===== config.mk =====
export PLATFORM = sky130hd
export DESIGN_NAME = trace_replayer_flat
export DESIGN_NICKNAME = d
export VERILOG_FILES = /design/src/rtl/trace_pkg.sv /design/src/rtl/trace_replayer_if.sv /design/src/rtl/trace_replayer_step_timer.sv /design/src/rtl/trace_replayer.sv /design/src/flat_wrapper.sv
export SDC_FILE = /design/constraint.sdc
export NUM_CORES = 1
export LEC_CHECK = 0
export ABC_AREA = 1
export CAP_MARGIN = 10
export CORE_ASPECT_RATIO = 0.8
export CORE_UTILIZATION = 52
export DETAILED_ROUTE_END_ITERATION = 10
export PLACE_DENSITY_LB_ADDON = 0.15
export SKIP_CTS_REPAIR_TIMING = 1
export SYNTH_ARGS = -nofsm -noshare
export SYNTH_HDL_FRONTEND = slang
export SYNTH_SLANG_ARGS = --single-unit

===== constraint.sdc =====
create_clock -name clock -period 10.49 [get_ports clock]
set_input_delay 2.098 -clock clock [delete_from_list [all_inputs] [get_ports clock]]
set_output_delay 2.098 -clock clock [all_outputs]
set_load 0.01 [all_outputs]

===== src/rtl/trace_pkg.sv =====
// Shared constants and FSM encoding for the trace ordering and replay blocks.
package trace_pkg;

    localparam int GRID_CELLS = 25;
    localparam int IDX_W      = 5;
    localparam int ORDER_W    = GRID_CELLS * IDX_W;

    typedef enum logic [1:0] {
        IDLE,
        EMIT,
        HOLD,
        FINISH
    } state_e;

endpackage


===== src/rtl/trace_replayer_if.sv =====
// Request and replay-output bundle between the controller and trace_replayer.
interface trace_replayer_if;
    import trace_pkg::*;

    logic                  start;
    logic [ORDER_W-1:0]    order;
    logic [IDX_W-1:0]      length;
    logic                  busy;
    logic                  cell_valid;
    logic [IDX_W-1:0]      cell_idx;
    logic [GRID_CELLS-1:0] trace;
    logic                  done;
    logic                  error;

    modport master (
        output start, order, length,
        input  busy, cell_valid, cell_idx, trace, done, error
    );

    modport slave (
        input  start, order, length,
        output busy, cell_valid, cell_idx, trace, done, error
    );

endinterface


===== src/rtl/trace_replayer_step_timer.sv =====
// Loadable down-counter; tick_o is high while the count sits at zero.
module step_timer #(
    parameter int STEP_CYCLES = 12_500_000
) (
    input  logic clock,
    input  logic reset,
    input  logic load_i,
    input  logic en_i,
    output logic tick_o
);

    localparam int W = $clog2(STEP_CYCLES);
    // Two cycles of the step are spent on the EMIT edge and the expiry edge.
    localparam logic [W-1:0] LOAD_VAL = W'(STEP_CYCLES - 2);

    logic [W-1:0] count_q, count_d;

    always_comb begin
        count_d = count_q;
        if (load_i)
            count_d = LOAD_VAL;
        else if (en_i && count_q != '0)
            count_d = count_q - 1'b1;
    end

    // NOTE: clocked state uses non-blocking assignments so every register
    // samples the pre-edge values, independent of process ordering.
    always_ff @(posedge clock) begin
        if (reset)
            count_q <= '0;
        else
            count_q <= count_d;
    end

    assign tick_o = (count_q == '0);

endmodule


===== src/rtl/trace_replayer.sv =====
// Replays a latched cell-order list one cell per step, rebuilding the trace mask.
module trace_replayer
    import trace_pkg::*;
#(
    parameter int STEP_CYCLES = 12_500_000
) (
    input  logic             clock,
    input  logic             reset,
    trace_replayer_if.slave  bus
);

    state_e                state_q, state_d;
    logic [ORDER_W-1:0]    order_q, order_d;
    logic [IDX_W-1:0]      len_q, len_d;
    logic [IDX_W-1:0]      k_q, k_d;
    logic                  busy_q, busy_d;
    logic                  cell_valid_q, cell_valid_d;
    logic [IDX_W-1:0]      cell_idx_q, cell_idx_d;
    logic [GRID_CELLS-1:0] trace_q, trace_d;
    logic                  done_q, done_d;
    logic                  error_q, error_d;
    logic                  timer_load, timer_tick;
    logic [IDX_W-1:0]      entry, len_clamped;

    assign entry       = order_q[IDX_W*int'(k_q) +: IDX_W];
    assign len_clamped = (bus.length > IDX_W'(GRID_CELLS)) ? IDX_W'(GRID_CELLS) : bus.length;

    step_timer #(.STEP_CYCLES(STEP_CYCLES)) u_step_timer (
        .clock  (clock),
        .reset  (reset),
        .load_i (timer_load),
        .en_i   (state_q == HOLD),
        .tick_o (timer_tick)
    );

    // NOTE: every variable gets a default before the case so no path leaves
    // one unassigned, which would otherwise infer a latch.
    always_comb begin
        state_d      = state_q;
        order_d      = order_q;
        len_d        = len_q;
        k_d          = k_q;
        busy_d       = busy_q;
        cell_valid_d = 1'b0;
        cell_idx_d   = cell_idx_q;
        trace_d      = trace_q;
        done_d       = 1'b0;
        error_d      = error_q;
        timer_load   = 1'b0;

        unique case (state_q)
            IDLE: begin
                if (bus.start) begin
                    order_d = bus.order;
                    len_d   = len_clamped;
                    trace_d = '0;
                    error_d = 1'b0;
                    k_d     = '0;
                    busy_d  = 1'b1;
                    state_d = (len_clamped == '0) ? FINISH : EMIT;
                end
            end
            EMIT: begin
                cell_valid_d = 1'b1;
                cell_idx_d   = entry;
                if (entry < IDX_W'(GRID_CELLS))
                    trace_d = trace_q | (GRID_CELLS'(1) << entry);
                else
                    error_d = 1'b1;
                timer_load = 1'b1;
                state_d    = HOLD;
            end
            HOLD: begin
                if (timer_tick) begin
                    if (k_q == len_q - 1'b1) begin
                        state_d = FINISH;
                    end else begin
                        k_d     = k_q + 1'b1;
                        state_d = EMIT;
                    end
                end
            end
            FINISH: begin
                done_d  = 1'b1;
                busy_d  = 1'b0;
                state_d = IDLE;
            end
            default: state_d = IDLE;
        endcase
    end

    always_ff @(posedge clock) begin
        if (reset) begin
            state_q      <= IDLE;
            len_q        <= '0;
            k_q          <= '0;
            busy_q       <= 1'b0;
            cell_valid_q <= 1'b0;
            cell_idx_q   <= '0;
            trace_q      <= '0;
            done_q       <= 1'b0;
            error_q      <= 1'b0;
        end else begin
            state_q      <= state_d;
            len_q        <= len_d;
            k_q          <= k_d;
            busy_q       <= busy_d;
            cell_valid_q <= cell_valid_d;
            cell_idx_q   <= cell_idx_d;
            trace_q      <= trace_d;
            done_q       <= done_d;
            error_q      <= error_d;
        end
    end

    // NOTE: the order copy is pure datapath, always written on start before
    // it is read, so it carries no reset.
    always_ff @(posedge clock) begin
        order_q <= order_d;
    end

    assign bus.busy       = busy_q;
    assign bus.cell_valid = cell_valid_q;
    assign bus.cell_idx   = cell_idx_q;
    assign bus.trace      = trace_q;
    assign bus.done       = done_q;
    assign bus.error      = error_q;

endmodule

===== src/flat_wrapper.sv =====
// flat-port wrapper written by rule: the top's interface ports become plain ports
module trace_replayer_flat import trace_pkg::*;
#(
    parameter int STEP_CYCLES = 12_500_000
)
  (clock, reset, bus_start, bus_order, bus_length, bus_busy, bus_cell_valid, bus_cell_idx, bus_trace, bus_done, bus_error);
  trace_replayer_if bus_i ();
  input  logic clock;
  input  logic reset;
  input wire logic [$bits(bus_i.start)-1:0] bus_start;
  input wire logic [$bits(bus_i.order)-1:0] bus_order;
  input wire logic [$bits(bus_i.length)-1:0] bus_length;
  output wire logic [$bits(bus_i.busy)-1:0] bus_busy;
  output wire logic [$bits(bus_i.cell_valid)-1:0] bus_cell_valid;
  output wire logic [$bits(bus_i.cell_idx)-1:0] bus_cell_idx;
  output wire logic [$bits(bus_i.trace)-1:0] bus_trace;
  output wire logic [$bits(bus_i.done)-1:0] bus_done;
  output wire logic [$bits(bus_i.error)-1:0] bus_error;
  assign bus_i.start = bus_start;
  assign bus_i.order = bus_order;
  assign bus_i.length = bus_length;
  assign bus_busy = bus_i.busy;
  assign bus_cell_valid = bus_i.cell_valid;
  assign bus_cell_idx = bus_i.cell_idx;
  assign bus_trace = bus_i.trace;
  assign bus_done = bus_i.done;
  assign bus_error = bus_i.error;
  trace_replayer #(.STEP_CYCLES(STEP_CYCLES)) u_core (.clock(clock), .reset(reset), .bus(bus_i));
endmodule

==> reports/metrics.yaml, run 1 <==
max-clock-path-buffers: 2
cts-root-buf: "clkbuf_16"
first_iter_violations: 571
nFillCells: 1336
finalWorstSetupSlack_ns: 5.95
slew_headroom_pct: 39.9
place_congestion: 0.902
die_area_um2: 17400
cell_internal_pwr_mw: 1.44
synth_seq_area_share_pct: 58.9
crit_required_ns: 10.79
pwr-share-clk_pct: 30.5
grt_pass1_vias: 6579
cts_tree: "done"
syn_avg_cell_area_um2: 8.71
critPathMaxFanout: 73
grt_start_max_net_pins: 74
start_util_pct: 53.0
syn_nets: 1142
period_minus_slack_ns: 4.54
grt_usage_pct: 24.8
num_vias: 7077
num_rows: 42
synthCells: 1005
switchingPower_uw: 700
drive_gt1_share_pct: 4.44
route.detailed.drc: 0
crit_type: "input port to flop"
die_h_um: 118
fmax_ghz: 0.220
synth_area_um2: 8750
powerDensity_nw_per_um2: 192
status: "finished clean"
clkTransAtPathRegs_ns: 0.08
startpoint_type: "input port"
setup_viol: 0
place_inst: 1360
grt_pass1_wl_mm: 33.1
seqCellArea_um2: 5160
syn2layout_area_growth_pct: 27.2
clkLatencyLatePin_ns: 0.44
cts-buffers-inserted: 17
portBuffers: 166
rsz0062_at_grt: "no"
drt_wl_total_mm: 20.7
fp.dieW_um: 147
tightest_slew_ns: 0.900
finalHoldViolCount: 0
timing.setup.tns_ns: 0
hold_depth: 2
hold_path.class: "flop to flop"
dr.pass1.iters: 5
core_area_um2: 16500
yosys.cell_types.count: 32
via_per_inst: 5.08
n_antenna_cell: 0
power.leakage_nw: 4.60
multi_input_area_um2: 2880
endpoint_kind: "flop"
final_cells: 1392
antenna_found_initial: 0
fin_nets: 1296
ir_drop_uv: 101
power_frac_comb_pct: 25.1
cts.sinks: 195
fin_skew_ns: 0.0115
hpwlAfterDp_mm: 14.0
ys_seq_elements: 195
wl_per_cell_um: 14.8
seqPwrFrac_pct: 44.4
power.total_mw: 2.14
drv_slew: 0
reg2reg_depth: 10
htreeDepth: 4
ant_nets: 0
yosysWarnings: 0
io_pins: 167
drv_cap: 0
post-route-period-util_pct: 43.3
grt_remaining_overflow: 0
cp.arrival_ns: 4.84
switching_share_pct: 32.7
rrSetupSlack_ns: 7.35
dp_slack_ns: 5.41
[kinds of logic after synthesis]
| group | count (synthesis) | share of synthesized area, % |
|---|---|---|
| XOR/XNOR | 17 | 1.70 |
| AND/OR/NAND/NOR | 512 | 24.4 |
| AO/OA/AOI/OAI | 100 | 6.21 |
| flip-flops | 195 | 58.9 |
| adder cells (fa/ha/maj) | 4 | 0.572 |
| buffers and inverters | 177 | 8.25 |
[flip-flops by register name, summed over array words and instances (netlist names)]
register / cells
u_core.len_q: 5
u_core.state_q: 2
u_core.u_step_timer.count_q: 24
u_core.bus.trace: 25
u_core.bus.cell_valid: 1
u_core.bus.error: 1
u_core.bus.busy: 1
u_core.k_q: 5
u_core.bus.cell_idx: 5
u_core.order_q: 125
u_core.bus.done: 1
[worst max-delay path, stage by stage]
cell             delay (ns)
clkdlybuf4s50_1        0.47
inv_1                  0.07
nor2_4                 0.09
buf_4                  0.56
buf_4                  0.81
nor2_1                 0.22
inv_2                  0.42
a211oi_1               0.09
[metrics by stage]
step	hold slack, ns	instance area (um2)	util [%]
global route	0.472	11100	67.5
floorplan	0.452	8750	-
detailed placement	0.440	10500	63.9
global placement	0.440	10500	63.9
finish	0.452	11100	67.5
CTS	0.452	11100	67.5
[power groups by stage]
stage / Clock [mW] / Combinational (mW) / Sequential [mW]
4_1_cts: 0.660 / 0.536 / 0.950
5_1_grt: 0.693 / 0.602 / 0.960
2_1_floorplan: 0 / 0.366 / 0.975
3_3_place_gp: 0 / 0.530 / 0.965
6_report: 0.653 / 0.537 / 0.951
3_5_place_dp: 0 / 0.533 / 0.967
[metal layers]
| layer | part of all wire (%) | global-route usage, % | up-vias |
|---|---|---|---|
| li1 | - | - | 3566 |
| met1 | 46 | 35.8 | 3224 |
| met4 | 1.4 | 7.67 | 0 |
| met2 | 44 | 36.5 | 262 |
| met5 | 0 | 0 | - |
| met3 | 8.7 | 6.59 | 25 |
[synthesized netlist by cell type, drive strengths merged]
library cell  instances  area (um2)
clkinv                1        3.75
buf                  24         146
dfxtp                70        1400
xnor2                 6        52.6
o21ai                34         170
nand3                85         438
nor4                  2        12.5
o211ai                7        52.6
inv                 140         526
nand4                18         113
a31oi                 3        18.8
nor3                 11        55.1
or2                   1        6.26
clkbuf               12        46.3
edfxtp              125        3750
ha                    4        50.1
nand2               253         957
xor2                 11        96.3
a21oi                52         272
nor2                142         551
a211oi                4        30.0
[cells in the final DEF (no fill, tap or decap)]
cell type,count
nand2_1,250
clkdlybuf4s50_1,166
nor2_1,138
inv_1,135
edfxtp_1,125
nand3_1,84
dfxtp_1,69
a21oi_1,51
o21ai_0,32
nand4_1,18
clkbuf_16,17
nor3_1,11
xor2_1,11
o211ai_1,7
inv_8,7
xnor2_1,6
inv_2,5
buf_4,5
a211oi_1,4
ha_1,4
clkinv_4,4
nor2_4,3
nand2_2,3
a31oi_1,3
o21ai_1,2
nor4_1,2
clkinv_1,2
or2_2,1
nand3_4,1
a21oi_4,1
nor2_2,1
clkinvlp_4,1
inv_6,1
bufinv_16,1
dfxtp_2,1
[cell type report]
cell class	count	share of cell area, %
flip-flops and latches	195	46.3
clock inverters	15	1.47
clock buffers	17	3.82
inverters	141	4.75
multi-input cells	633	25.9
well taps	220	2.47
repair buffers	171	15.3
[worst paths after layout]
kind | startpoint | endpoint
setup reg to reg | u_core.k_q[2] | u_core.bus.trace[20]
hold / removal | u_core.bus.trace[13] | u_core.bus.trace[13]
hold reg to reg | u_core.bus.trace[13] | u_core.bus.trace[13]
setup / recovery | bus_start | u_core.k_q[1]
Power figures use the tool's default switching activity.
==> inputs of run 2 (changes only) <==
--- a/config.mk
+++ b/config.mk
@@ -8,7 +8,7 @@
 export ABC_AREA = 1
 export CAP_MARGIN = 10
 export CORE_ASPECT_RATIO = 0.8
-export CORE_UTILIZATION = 52
+export CORE_UTILIZATION = 47
 export DETAILED_ROUTE_END_ITERATION = 10
 export PLACE_DENSITY_LB_ADDON = 0.15
 export SKIP_CTS_REPAIR_TIMING = 1
==> constraint.sdc (replaced) <==
create_clock -name clock -period 4.1 [get_ports clock]
set_input_delay 0.82 -clock clock [delete_from_list [all_inputs] [get_ports clock]]
set_output_delay 0.82 -clock clock [all_outputs]
set_load 0.01 [all_outputs]
==> reports/metrics.yaml, run 2 (same netlist as run 1, synthesis figures left out) <==
critPathMaxFanout: 14
cts.sinks: 195
io_pins: 167
fp.dieW_um: 155
grt_start_max_net_pins: 128
seqPwrFrac_pct: 44.7
ir_drop_uv: 282
post_dp_cell_area_um2: 10600
n_antenna_cell: 0
cp.arrival_ns: 3.28
htreeDepth: 4
post-route-period-util_pct: 71.0
die_area_um2: 19200
nFillCells: 1545
power_frac_comb_pct: 25.0
period_minus_slack_ns: 2.91
setup_viol: 0
power.total_mw: 5.46
switching_share_pct: 32.9
switchingPower_mw: 1.80
stdcell_area_um2: 11200
cp_top_family: "simple AND/OR/NAND/NOR gates"
endpoint_kind: "flop"
max-clock-path-buffers: 2
first_iter_violations: 667
mostFrequentLayoutCells: "250 x nand2_1, 166 x clkdlybuf4s50_1, 138 x nor2_1, 135 x inv_1, 125 x edfxtp_1"
drt_wl_total_mm: 21.1
clkTransAtPathRegs_ns: 0.08
via_per_inst: 5.00
cts_tree: "done"
drive_gt1_share_pct: 4.60
syn2layout_area_growth_pct: 27.5
crit_type: "flop to flop"
grt_pass1_vias: 6470
largest_reg_flops: 125
crit_slowest_cell: "dfxtp_1"
dr.pass1.iters: 5
status: "finished clean"
route.detailed.drc: 0
cell_internal_pwr_mw: 3.66
holdWs_ns: 0.450
worst-path-buf-inv: 3
drv_cap: 0
antenna_found_initial: 0
clkLatencyLatePin_ns: 0.44
powerDensity_nw_per_um2: 489
num_rows: 44
grt_pass1_wl_mm: 33.5
fmax_ghz: 0.344
layout_commonest_cell: "nand2_1"
tightest_slew_ns: 0.741
crit_path_cell_trace: "inv_1 > nor2_4 > nand3_1 > o21ai_0 > inv_1 > nand2_1 > nand2_1 > inv_1 > nand4_1 > nor2_1 > nand2_1 > a21oi_1"
rsz0062_at_grt: "no"
pwr-share-clk_pct: 30.4
start_util_pct: 48.2
wl_per_cell_um: 15.0
timing.setup.tns_ns: 0
fin_nets: 1297
grt_usage_pct: 22.8
core_area_um2: 18200
top_register: "u_core.order_q"
cts-buffers-inserted: 17
place_congestion: 0.923
utilization_pct: 61.4
startpoint_type: "flop"
num_vias: 7012
drv_slew: 0
hold_path.class: "flop to flop"
hpwlAfterDp_mm: 14.5
slew_headroom_pct: 50.2
portBuffers: 166
ant_nets: 0
grt_remaining_overflow: 0
crit_required_ns: 4.47
fin_skew_ns: 0.0117
die_h_um: 124
finalHoldViolCount: 0
cts-root-buf: "clkbuf_16"
critPathMaxStageDelay_ns: 0.43
power.leakage_nw: 4.61
run 2: metrics by stage:
| stage | cells | worst slack (ns) |
|---|---|---|
| 4_1_cts | 1403 | 1.26 |
| 2_1_floorplan | 1005 | 0.186 |
| 3_3_place_gp | 1371 | 1.26 |
| 3_5_place_dp | 1371 | 1.30 |
| 5_1_grt | 1403 | 0.962 |
| 6_report | 1403 | 1.19 |
run 2: worst min-delay path, stage by stage, from the launching register on:
cell and delay, ns:
dfxtp_1 0.31, inv_1 0.04, a21oi_1 0.05
run 2: layout make-up:
type	instances	area (um2)	area share, %
clock inverter	15	159	1.42
inverter	141	529	4.74
sequential	195	5160	46.2
clock buffer	17	425	3.81
tap	230	288	2.58
multi-input combinational	633	2880	25.8
timing repair buffer	172	1720	15.4
run 2: per-layer routing:
metal / track usage (%) / vias to the layer above / routed length [um]
li1: - / 3570 / -
met1: 33.4 / 3169 / 10300
met2: 34.2 / 254 / 9010
met3: 4.49 / 19 / 1460
met4: 6.81 / 0 / 256
met5: 0 / - / 0
run 2: worst paths after layout:
check / from / endpoint / slack [ns] / depth (start not counted)
worst max register to register: u_core.k_q[3] / u_core.bus.trace[20] / 1.19 / 12
worst min register to register: u_core.bus.trace[10] / u_core.bus.trace[10] / 0.45 / 2
worst max-delay path: u_core.k_q[3] / u_core.bus.trace[20] / 1.19 / 12
worst min-delay path: u_core.bus.trace[10] / u_core.bus.trace[10] / 0.45 / 2
run 2: power by group through the flow:
stage,sequential [mW],combinational (mW),clock (mW)
after CTS,2.44,1.36,1.68
after global routing,2.46,1.53,1.76
after detailed placement,2.48,1.35,0
final,2.44,1.36,1.66
after floorplan,2.47,0.939,0
after global placement,2.47,1.36,0
